**config.mk**
```make
export PLATFORM = sky130hd
export DESIGN_NAME = dma_address_count_unit_flat
export DESIGN_NICKNAME = d
export VERILOG_FILES = /design/src/rtl/dma_pkg.sv /design/src/rtl/dma_address_count_unit_if.sv /design/src/rtl/dma_base_current_reg.sv /design/src/rtl/dma_address_count_unit.sv /design/src/flat_wrapper.sv
export SDC_FILE = /design/constraint.sdc
export NUM_CORES = 1
export LEC_CHECK = 0
export BUFFER_PORTS_ARGS = -buffer_cell sky130_fd_sc_hd__buf_2
export CAP_MARGIN = 20
export CORE_MARGIN = 2
export CORE_UTILIZATION = 54
export CTS_CLUSTER_DIAMETER = 100
export DETAILED_ROUTE_END_ITERATION = 10
export PLACE_DENSITY = 0.76
export SYNTH_ARGS = -nofsm -noshare
export SYNTH_HDL_FRONTEND = slang
export SYNTH_SLANG_ARGS = --single-unit
```
**constraint.sdc**
```tcl
create_clock -name CLK -period 5.9 [get_ports CLK]
set_input_delay 0.295 -clock CLK [delete_from_list [all_inputs] [get_ports CLK]]
set_output_delay 0.295 -clock CLK [all_outputs]
set_load 0.005 [all_outputs]
```
**src/rtl/dma_pkg.sv**
```systemverilog
// Shared register map, mode-bit layout and transfer-type encoding for the DMA
// address/count datapath.
package dma_pkg;

   localparam logic [2:0] REG_SRC  = 3'd0;
   localparam logic [2:0] REG_DST  = 3'd1;
   localparam logic [2:0] REG_CNT  = 3'd2;
   localparam logic [2:0] REG_MODE = 3'd3;
   localparam logic [2:0] REG_STAT = 3'd4;

   localparam int MODE_TYPE_LSB = 0;
   localparam int MODE_AUTOINIT = 2;
   localparam int MODE_SRC_DEC  = 3;
   localparam int MODE_DST_DEC  = 4;

   localparam int STAT_TC = 0;

   typedef enum logic [1:0] {
      XFER_NONE       = 2'b00,
      XFER_IO_TO_MEM  = 2'b01,
      XFER_MEM_TO_IO  = 2'b10,
      XFER_MEM_TO_MEM = 2'b11
   } xfer_t;

endpackage

```
**src/rtl/dma_address_count_unit_if.sv**
```systemverilog
// CPU programming bus, FSM state strobes and memory-side signals of the DMA
// address/count unit.
interface dma_address_count_unit_if #(
   parameter int ADDR_W = 16,
   parameter int DATA_W = 8
);
   logic              program_mode;
   logic [2:0]        reg_sel;
   logic              reg_wr;
   logic              reg_rd;
   logic [DATA_W-1:0] reg_din;
   logic [DATA_W-1:0] reg_dout;
   logic              state_read;
   logic              state_write;
   logic              state_done;
   logic [DATA_W-1:0] mem_din;
   logic [DATA_W-1:0] mem_dout;
   logic              mem_dout_en;
   logic [ADDR_W-1:0] addr_out;
   logic              io_to_mem;
   logic              mem_to_io;
   logic              mem_to_mem;
   logic              terminal_count;

   modport slave (
      input  program_mode, reg_sel, reg_wr, reg_rd, reg_din,
      input  state_read, state_write, state_done, mem_din,
      output reg_dout, mem_dout, mem_dout_en, addr_out,
      output io_to_mem, mem_to_io, mem_to_mem, terminal_count
   );

   modport master (
      output program_mode, reg_sel, reg_wr, reg_rd, reg_din,
      output state_read, state_write, state_done, mem_din,
      input  reg_dout, mem_dout, mem_dout_en, addr_out,
      input  io_to_mem, mem_to_io, mem_to_mem, terminal_count
   );
endinterface

```
**src/rtl/dma_base_current_reg.sv**
```systemverilog
// Base/current register pair: byte-wise program load into both, reload of
// current from base, and +/-1 stepping of current with modulo wrap.
module dma_base_current_reg #(
   parameter int W      = 16,
   parameter int DATA_W = 8
) (
   input  logic              CLK,
   input  logic              RESET,
   input  logic              ld_lo,
   input  logic              ld_hi,
   input  logic [DATA_W-1:0] din,
   input  logic              reload,
   input  logic              step,
   input  logic              step_dn,
   output logic [W-1:0]      cur_q
);

   localparam int PW = 2 * DATA_W;

   logic [W-1:0] base_q;
   logic [W-1:0] loaded;

   function automatic logic [W-1:0] put_byte(input logic [W-1:0] v,
                                             input logic hi,
                                             input logic [DATA_W-1:0] b);
      logic [PW-1:0] p;
      p = PW'(v);
      if (hi) p[PW-1:DATA_W] = b;
      else    p[DATA_W-1:0]  = b;
      return W'(p);
   endfunction

   assign loaded = put_byte(base_q, ld_hi, din);

   // A program write wins over reload/step on this register in the same cycle.
   always_ff @(posedge CLK or posedge RESET) begin
      if (RESET) begin
         base_q <= '0;
         cur_q  <= '0;
      end else if (ld_lo || ld_hi) begin
         base_q <= loaded;
         cur_q  <= loaded;
      end else if (reload) begin
         cur_q <= base_q;
      end else if (step) begin
         cur_q <= cur_q + (step_dn ? {W{1'b1}} : W'(1));
      end
   end

endmodule

```
**src/rtl/dma_address_count_unit.sv**
```systemverilog
// Datapath beside the DMA timing FSM: programmable source/destination/count
// registers, mode decode, per-transfer stepping, terminal count and temp byte.
module dma_address_count_unit
   import dma_pkg::*;
#(
   parameter int ADDR_W  = 16,
   parameter int COUNT_W = 16,
   parameter int DATA_W  = 8
) (
   input logic                 CLK,
   input logic                 RESET,
   dma_address_count_unit_if.slave bus
);

   localparam int PW = 2 * DATA_W;

   logic               wr_ok, rd_ok, byte_access;
   logic               bp_q, tc_flag_q;
   logic [DATA_W-1:0]  mode_q, tmp_q, status;
   logic [ADDR_W-1:0]  src_cur, dst_cur;
   logic [COUNT_W-1:0] cnt_cur;
   xfer_t              xfer;
   logic               is_m2m, cnt_zero, tc_evt, reload;

   function automatic logic [DATA_W-1:0] pick_byte(input logic [PW-1:0] v,
                                                   input logic hi);
      return hi ? v[PW-1:DATA_W] : v[DATA_W-1:0];
   endfunction

   assign wr_ok       = bus.program_mode & bus.reg_wr;
   assign rd_ok       = bus.program_mode & bus.reg_rd;
   assign byte_access = (wr_ok | rd_ok) &
                        (bus.reg_sel inside {REG_SRC, REG_DST, REG_CNT});

   assign xfer     = xfer_t'(mode_q[MODE_TYPE_LSB +: 2]);
   assign is_m2m   = (xfer == XFER_MEM_TO_MEM);
   assign cnt_zero = (cnt_cur == '0);
   assign tc_evt   = bus.state_done & cnt_zero;
   assign reload   = tc_evt & mode_q[MODE_AUTOINIT];

   dma_base_current_reg #(.W(ADDR_W), .DATA_W(DATA_W)) u_src (
      .CLK(CLK), .RESET(RESET),
      .ld_lo(wr_ok && bus.reg_sel == REG_SRC && !bp_q),
      .ld_hi(wr_ok && bus.reg_sel == REG_SRC &&  bp_q),
      .din(bus.reg_din), .reload(reload),
      .step(bus.state_done), .step_dn(mode_q[MODE_SRC_DEC]),
      .cur_q(src_cur)
   );

   // Destination only advances on memory-to-memory transfers.
   dma_base_current_reg #(.W(ADDR_W), .DATA_W(DATA_W)) u_dst (
      .CLK(CLK), .RESET(RESET),
      .ld_lo(wr_ok && bus.reg_sel == REG_DST && !bp_q),
      .ld_hi(wr_ok && bus.reg_sel == REG_DST &&  bp_q),
      .din(bus.reg_din), .reload(reload),
      .step(bus.state_done && is_m2m), .step_dn(mode_q[MODE_DST_DEC]),
      .cur_q(dst_cur)
   );

   // Decrementing from zero without autoinit wraps the count to all ones.
   dma_base_current_reg #(.W(COUNT_W), .DATA_W(DATA_W)) u_cnt (
      .CLK(CLK), .RESET(RESET),
      .ld_lo(wr_ok && bus.reg_sel == REG_CNT && !bp_q),
      .ld_hi(wr_ok && bus.reg_sel == REG_CNT &&  bp_q),
      .din(bus.reg_din), .reload(reload),
      .step(bus.state_done), .step_dn(1'b1),
      .cur_q(cnt_cur)
   );

   always_ff @(posedge CLK or posedge RESET) begin
      if (RESET) begin
         bp_q      <= 1'b0;
         tc_flag_q <= 1'b0;
         mode_q    <= '0;
         tmp_q     <= '0;
      end else begin
         if (wr_ok && bus.reg_sel == REG_STAT) bp_q <= 1'b0;
         else if (byte_access)                 bp_q <= ~bp_q;

         if (tc_evt)                                tc_flag_q <= 1'b1;
         else if (rd_ok && bus.reg_sel == REG_STAT) tc_flag_q <= 1'b0;

         if (wr_ok && bus.reg_sel == REG_MODE) mode_q <= bus.reg_din;

         // Every read-state cycle reloads, so the final (post wait-state) byte is kept.
         if (bus.state_read && is_m2m) tmp_q <= bus.mem_din;
      end
   end

   always_comb begin
      status          = '0;
      status[STAT_TC] = tc_flag_q;
   end

   always_comb begin
      bus.reg_dout = '0;
      case (bus.reg_sel)
         REG_SRC:  bus.reg_dout = pick_byte(PW'(src_cur), bp_q);
         REG_DST:  bus.reg_dout = pick_byte(PW'(dst_cur), bp_q);
         REG_CNT:  bus.reg_dout = pick_byte(PW'(cnt_cur), bp_q);
         REG_MODE: bus.reg_dout = mode_q;
         REG_STAT: bus.reg_dout = status;
         default:  bus.reg_dout = '0;
      endcase
   end

   assign bus.mem_dout_en    = bus.state_write & is_m2m;
   assign bus.mem_dout       = bus.mem_dout_en ? tmp_q : '0;
   assign bus.addr_out       = bus.mem_dout_en ? dst_cur : src_cur;
   assign bus.io_to_mem      = (xfer == XFER_IO_TO_MEM);
   assign bus.mem_to_io      = (xfer == XFER_MEM_TO_IO);
   assign bus.mem_to_mem     = is_m2m;
   assign bus.terminal_count = tc_evt;

endmodule
```
**src/flat_wrapper.sv**
```systemverilog
// flat-port wrapper written by rule: the top's interface ports become plain ports
module dma_address_count_unit_flat import dma_pkg::*;
#(
   parameter int ADDR_W  = 16,
   parameter int COUNT_W = 16,
   parameter int DATA_W  = 8
)
  (CLK, RESET, bus_program_mode, bus_reg_sel, bus_reg_wr, bus_reg_rd, bus_reg_din, bus_state_read, bus_state_write, bus_state_done, bus_mem_din, bus_reg_dout, bus_mem_dout, bus_mem_dout_en, bus_addr_out, bus_io_to_mem, bus_mem_to_io, bus_mem_to_mem, bus_terminal_count);
  dma_address_count_unit_if #(.ADDR_W(ADDR_W), .DATA_W(DATA_W)) bus_i ();
  input logic CLK;
  input logic RESET;
  input wire logic [$bits(bus_i.program_mode)-1:0] bus_program_mode;
  input wire logic [$bits(bus_i.reg_sel)-1:0] bus_reg_sel;
  input wire logic [$bits(bus_i.reg_wr)-1:0] bus_reg_wr;
  input wire logic [$bits(bus_i.reg_rd)-1:0] bus_reg_rd;
  input wire logic [$bits(bus_i.reg_din)-1:0] bus_reg_din;
  input wire logic [$bits(bus_i.state_read)-1:0] bus_state_read;
  input wire logic [$bits(bus_i.state_write)-1:0] bus_state_write;
  input wire logic [$bits(bus_i.state_done)-1:0] bus_state_done;
  input wire logic [$bits(bus_i.mem_din)-1:0] bus_mem_din;
  output wire logic [$bits(bus_i.reg_dout)-1:0] bus_reg_dout;
  output wire logic [$bits(bus_i.mem_dout)-1:0] bus_mem_dout;
  output wire logic [$bits(bus_i.mem_dout_en)-1:0] bus_mem_dout_en;
  output wire logic [$bits(bus_i.addr_out)-1:0] bus_addr_out;
  output wire logic [$bits(bus_i.io_to_mem)-1:0] bus_io_to_mem;
  output wire logic [$bits(bus_i.mem_to_io)-1:0] bus_mem_to_io;
  output wire logic [$bits(bus_i.mem_to_mem)-1:0] bus_mem_to_mem;
  output wire logic [$bits(bus_i.terminal_count)-1:0] bus_terminal_count;
  assign bus_i.program_mode = bus_program_mode;
  assign bus_i.reg_sel = bus_reg_sel;
  assign bus_i.reg_wr = bus_reg_wr;
  assign bus_i.reg_rd = bus_reg_rd;
  assign bus_i.reg_din = bus_reg_din;
  assign bus_i.state_read = bus_state_read;
  assign bus_i.state_write = bus_state_write;
  assign bus_i.state_done = bus_state_done;
  assign bus_i.mem_din = bus_mem_din;
  assign bus_reg_dout = bus_i.reg_dout;
  assign bus_mem_dout = bus_i.mem_dout;
  assign bus_mem_dout_en = bus_i.mem_dout_en;
  assign bus_addr_out = bus_i.addr_out;
  assign bus_io_to_mem = bus_i.io_to_mem;
  assign bus_mem_to_io = bus_i.mem_to_io;
  assign bus_mem_to_mem = bus_i.mem_to_mem;
  assign bus_terminal_count = bus_i.terminal_count;
  dma_address_count_unit #(.ADDR_W(ADDR_W), .COUNT_W(COUNT_W), .DATA_W(DATA_W)) u_core (.CLK(CLK), .RESET(RESET), .bus(bus_i));
endmodule
```
==> results.py <==
metrics = {
    "status": {
        "status": "finished, final reports clean",
    },
    "yosys": {
        "syn-cell-area_um2": 7630,
        "synth_area_leaders": "dfrtp_1, nand2_1, ha_1",
        "synth_cell_type_count": 69,
        "yosysSeqAreaShare_pct": 37.4,
        "syn_nets": 934,
        "synth_top_area_share_pct": 37.4,
        "synth_top_flop_cell": "dfrtp_1",
        "netlist_instances": 875,
        "ys_ff_latch": 114,
        "syn_avg_cell_area_um2": 8.72,
        "async_flop_share_pct": 100,
        "yosysTopAreaCell": "dfrtp_1",
        "yosysWarnings": 0,
        "synth_edf_count": 0,
    },
    "sta": {
        "rsz0062_at_grt": "false",
        "skew_ps": 7.50,
        "setup_slack_ps": 2450,
        "setup_viol": 0,
        "period_share_pct": 58.5,
        "slew_headroom_pct": 29.3,
        "fmax_mhz": 290,
        "post-route-min-period_ps": 3450,
        "slew_viol_final": 0,
        "tns_ps": 0,
        "worst_slew_pin_slew_ps": 1060,
        "hold_viol_final": 0,
    },
    "finish": {
        "diodes": 0,
        "layout_commonest_cell": "nand2_1",
        "drive_gt1_share_pct": 16.5,
        "layout_common_cells": "nand2_1, dfrtp_1, buf_2",
        "area.growth.synth_to_final_pct": 13.3,
        "fillers": 1185,
        "nets": 974,
        "multiInputGateArea_um2": 4540,
        "ff_latch_area_um2": 2850,
    },
    "placed_design": {
        "place_ws_ps": 2440,
        "io_buffers": 63,
        "place_congestion": 0.899,
        "hpwlAfterDp_um": 15400,
    },
    "clock_network": {
        "root_buffer": "clkbuf_16",
        "cts_setup_buffers": 0,
        "cts_resized": 0,
        "cts_tree": "done",
        "cts_buffers": 17,
        "hold_buffers": 0,
        "htreeDepth": 4,
        "cts_buffer_depth": 2,
        "clkLatencyLatePin_ps": 420,
        "cts.clk_slew.worst_paths_ps": 60,
        "numClockSinks": 114,
    },
    "floorplan": {
        "die_h_um": 123,
        "top_level_ports": 64,
        "core_area_um2": 13800,
        "die_w_um": 123,
        "dieArea_um2": 15100,
        "rows": 43,
        "start_util_pct": 55.2,
    },
    "global_routing": {
        "grt_pass1_wl_um": 36000,
        "grt_max_degree": 67,
        "grt.total_usage_pct": 31.7,
        "use_met1_pct": 45.0,
        "grt_pass1_vias": 6492,
        "top_usage_layer": "met2",
        "grt_use_met3_pct": 7.48,
        "antenna_found_initial": 0,
        "grt_use_met2_pct": 46.8,
        "grt_overflow_total": 0,
    },
    "drt": {
        "drtIter0Drc": 735,
        "dr.pass1.iters": 7,
        "drt_wl_total_um": 23000,
        "viasPerCell": 6.49,
        "vias": 7186,
        "drc": 0,
        "postRouteAntennaNets": 0,
        "wl_per_cell_um": 20.8,
    },
    "power": {
        "p_leak_nw": 4.05,
        "vdd_ir_drop_max_v": 0.000263,
        "power_w": 0.00463,
        "power_density_nw_per_um2": 536,
    },
    "worst_setup_path": {
        "critPathArrivalTime_ps": 3730,
        "r2r_cells": 9,
        "rr_startpoint": "u_core.u_cnt.cur_q[0]",
        "path_max_fanout": 29,
        "start_kind": "register",
        "reg2reg_setup_slack_ps": 2450,
        "cp-endpoint": "u_core.u_dst.cur_q[6]",
        "crit_path_start": "u_core.u_cnt.cur_q[0]",
        "worstPathRequired_ps": 6180,
        "reg2reg_to": "u_core.u_dst.cur_q[6]",
        "setup.worst_path.end_class": "register",
        "crit_type": "register to register",
    },
    "worst_hold_path": {
        "hold_class": "input pin to async pin",
    },
    "run": {
        "cap_viol_max_count": 0,
    },
}
==> critical path, stage by stage, from the launching register on <==
cell	delay [ps]
dfrtp_1	430
inv_1	130
ha_1	180
or4bb_1	440
nor4_4	270
nand2_1	670
nand2_1	510
nor2_1	220
a222oi_1	300
o21ai_0	150
==> cells in the mapped netlist (6+ instances only) <==
| cell type | instances |
|---|---|
| ha_1 | 30 |
| a21oi_1 | 59 |
| xor2_1 | 14 |
| inv_1 | 9 |
| mux4_2 | 6 |
| o21ai_0 | 61 |
| a211oi_1 | 12 |
| o22ai_1 | 7 |
| nor2b_1 | 11 |
| nor3_1 | 12 |
| a222oi_1 | 7 |
| dfrtp_1 | 114 |
| mux2i_1 | 32 |
| nand3_1 | 14 |
| a31oi_1 | 11 |
| and3_1 | 8 |
| clkbuf_1 | 36 |
| mux2_2 | 32 |
| nand2b_1 | 7 |
| and2_1 | 14 |
| nand2_1 | 185 |
| o211ai_1 | 12 |
| a21o_1 | 13 |
| buf_1 | 6 |
| nor2_1 | 57 |
| xnor2_1 | 16 |
==> kinds of logic after synthesis <==
kind of cell,count (synthesis),share of synthesized area [%]
AO/OA/AOI/OAI,234,19.7
XOR/XNOR,30,3.44
adder cells (fa/ha/maj),32,5.45
buffers and inverters,58,3.12
flip-flops,114,37.4
multiplexers,70,10.7
AND/OR/NAND/NOR,337,20.2
==> per-stage QoR <==
step                      hold WS [ps]  cell area (um^2)  util (%)  cells
after detailed placement           464              8020      58.0   1076
after CTS                         69.4              8640      62.5   1108
after floorplan                    426              7630         -    875
after global placement             459              8020      58.0   1076
after global routing              99.9              8640      62.5   1108
final                             44.4              8640      62.5   1108
==> power breakdown <==
part,leakage [nW],internal [W],total (W),switching [W]
registers,1.42,0.00111,0.00154,0.000432
logic,2.32,0.000922,0.00201,0.00109
clock network,0.309,0.000717,0.00108,0.000365
==> how the worst min path moves through the flow <==
stage          slack (ps)                       to  cells after the start                     from
5_1_grt               100          u_core.tmp_q[5]                      2           bus_mem_din[5]
6_report               40          u_core.tmp_q[5]                      2                    RESET
3_5_place_dp          460  u_core.u_dst.base_q[10]                      2  u_core.u_dst.base_q[10]
3_3_place_gp          460  u_core.u_dst.base_q[12]                      2  u_core.u_dst.base_q[12]
4_1_cts                70          u_core.tmp_q[5]                      2                    RESET
2_1_floorplan         430              u_core.bp_q                      1               bus_reg_wr
==> sequential cells by signal, indices dropped and copies added, names as in the netlist <==
register	flops
u_core.bp_q	1
u_core.u_cnt.cur_q	16
u_core.tc_flag_q	1
u_core.u_dst.cur_q	16
u_core.u_dst.base_q	16
u_core.u_cnt.base_q	16
u_core.tmp_q	8
u_core.mode_q	8
u_core.u_src.base_q	16
u_core.u_src.cur_q	16
==> cell type report <==
| type | count | share of cell area, % |
|---|---|---|
| clock buffer | 23 | 5.76 |
| clock inverter | 9 | 1.46 |
| inverter | 10 | 0.463 |
| multi-input combinational | 703 | 52.5 |
| sequential | 114 | 33.0 |
| tap | 180 | 2.61 |
| timing repair buffer | 69 | 4.17 |
==> per-layer routing <==
metal	vias to the layer above	wire [um]
li1	3261	-
met3	69	2370
met5	-	0
met1	3434	9550
met4	0	847
met2	422	10200
Note: power is estimated with default switching activity, not from simulation.
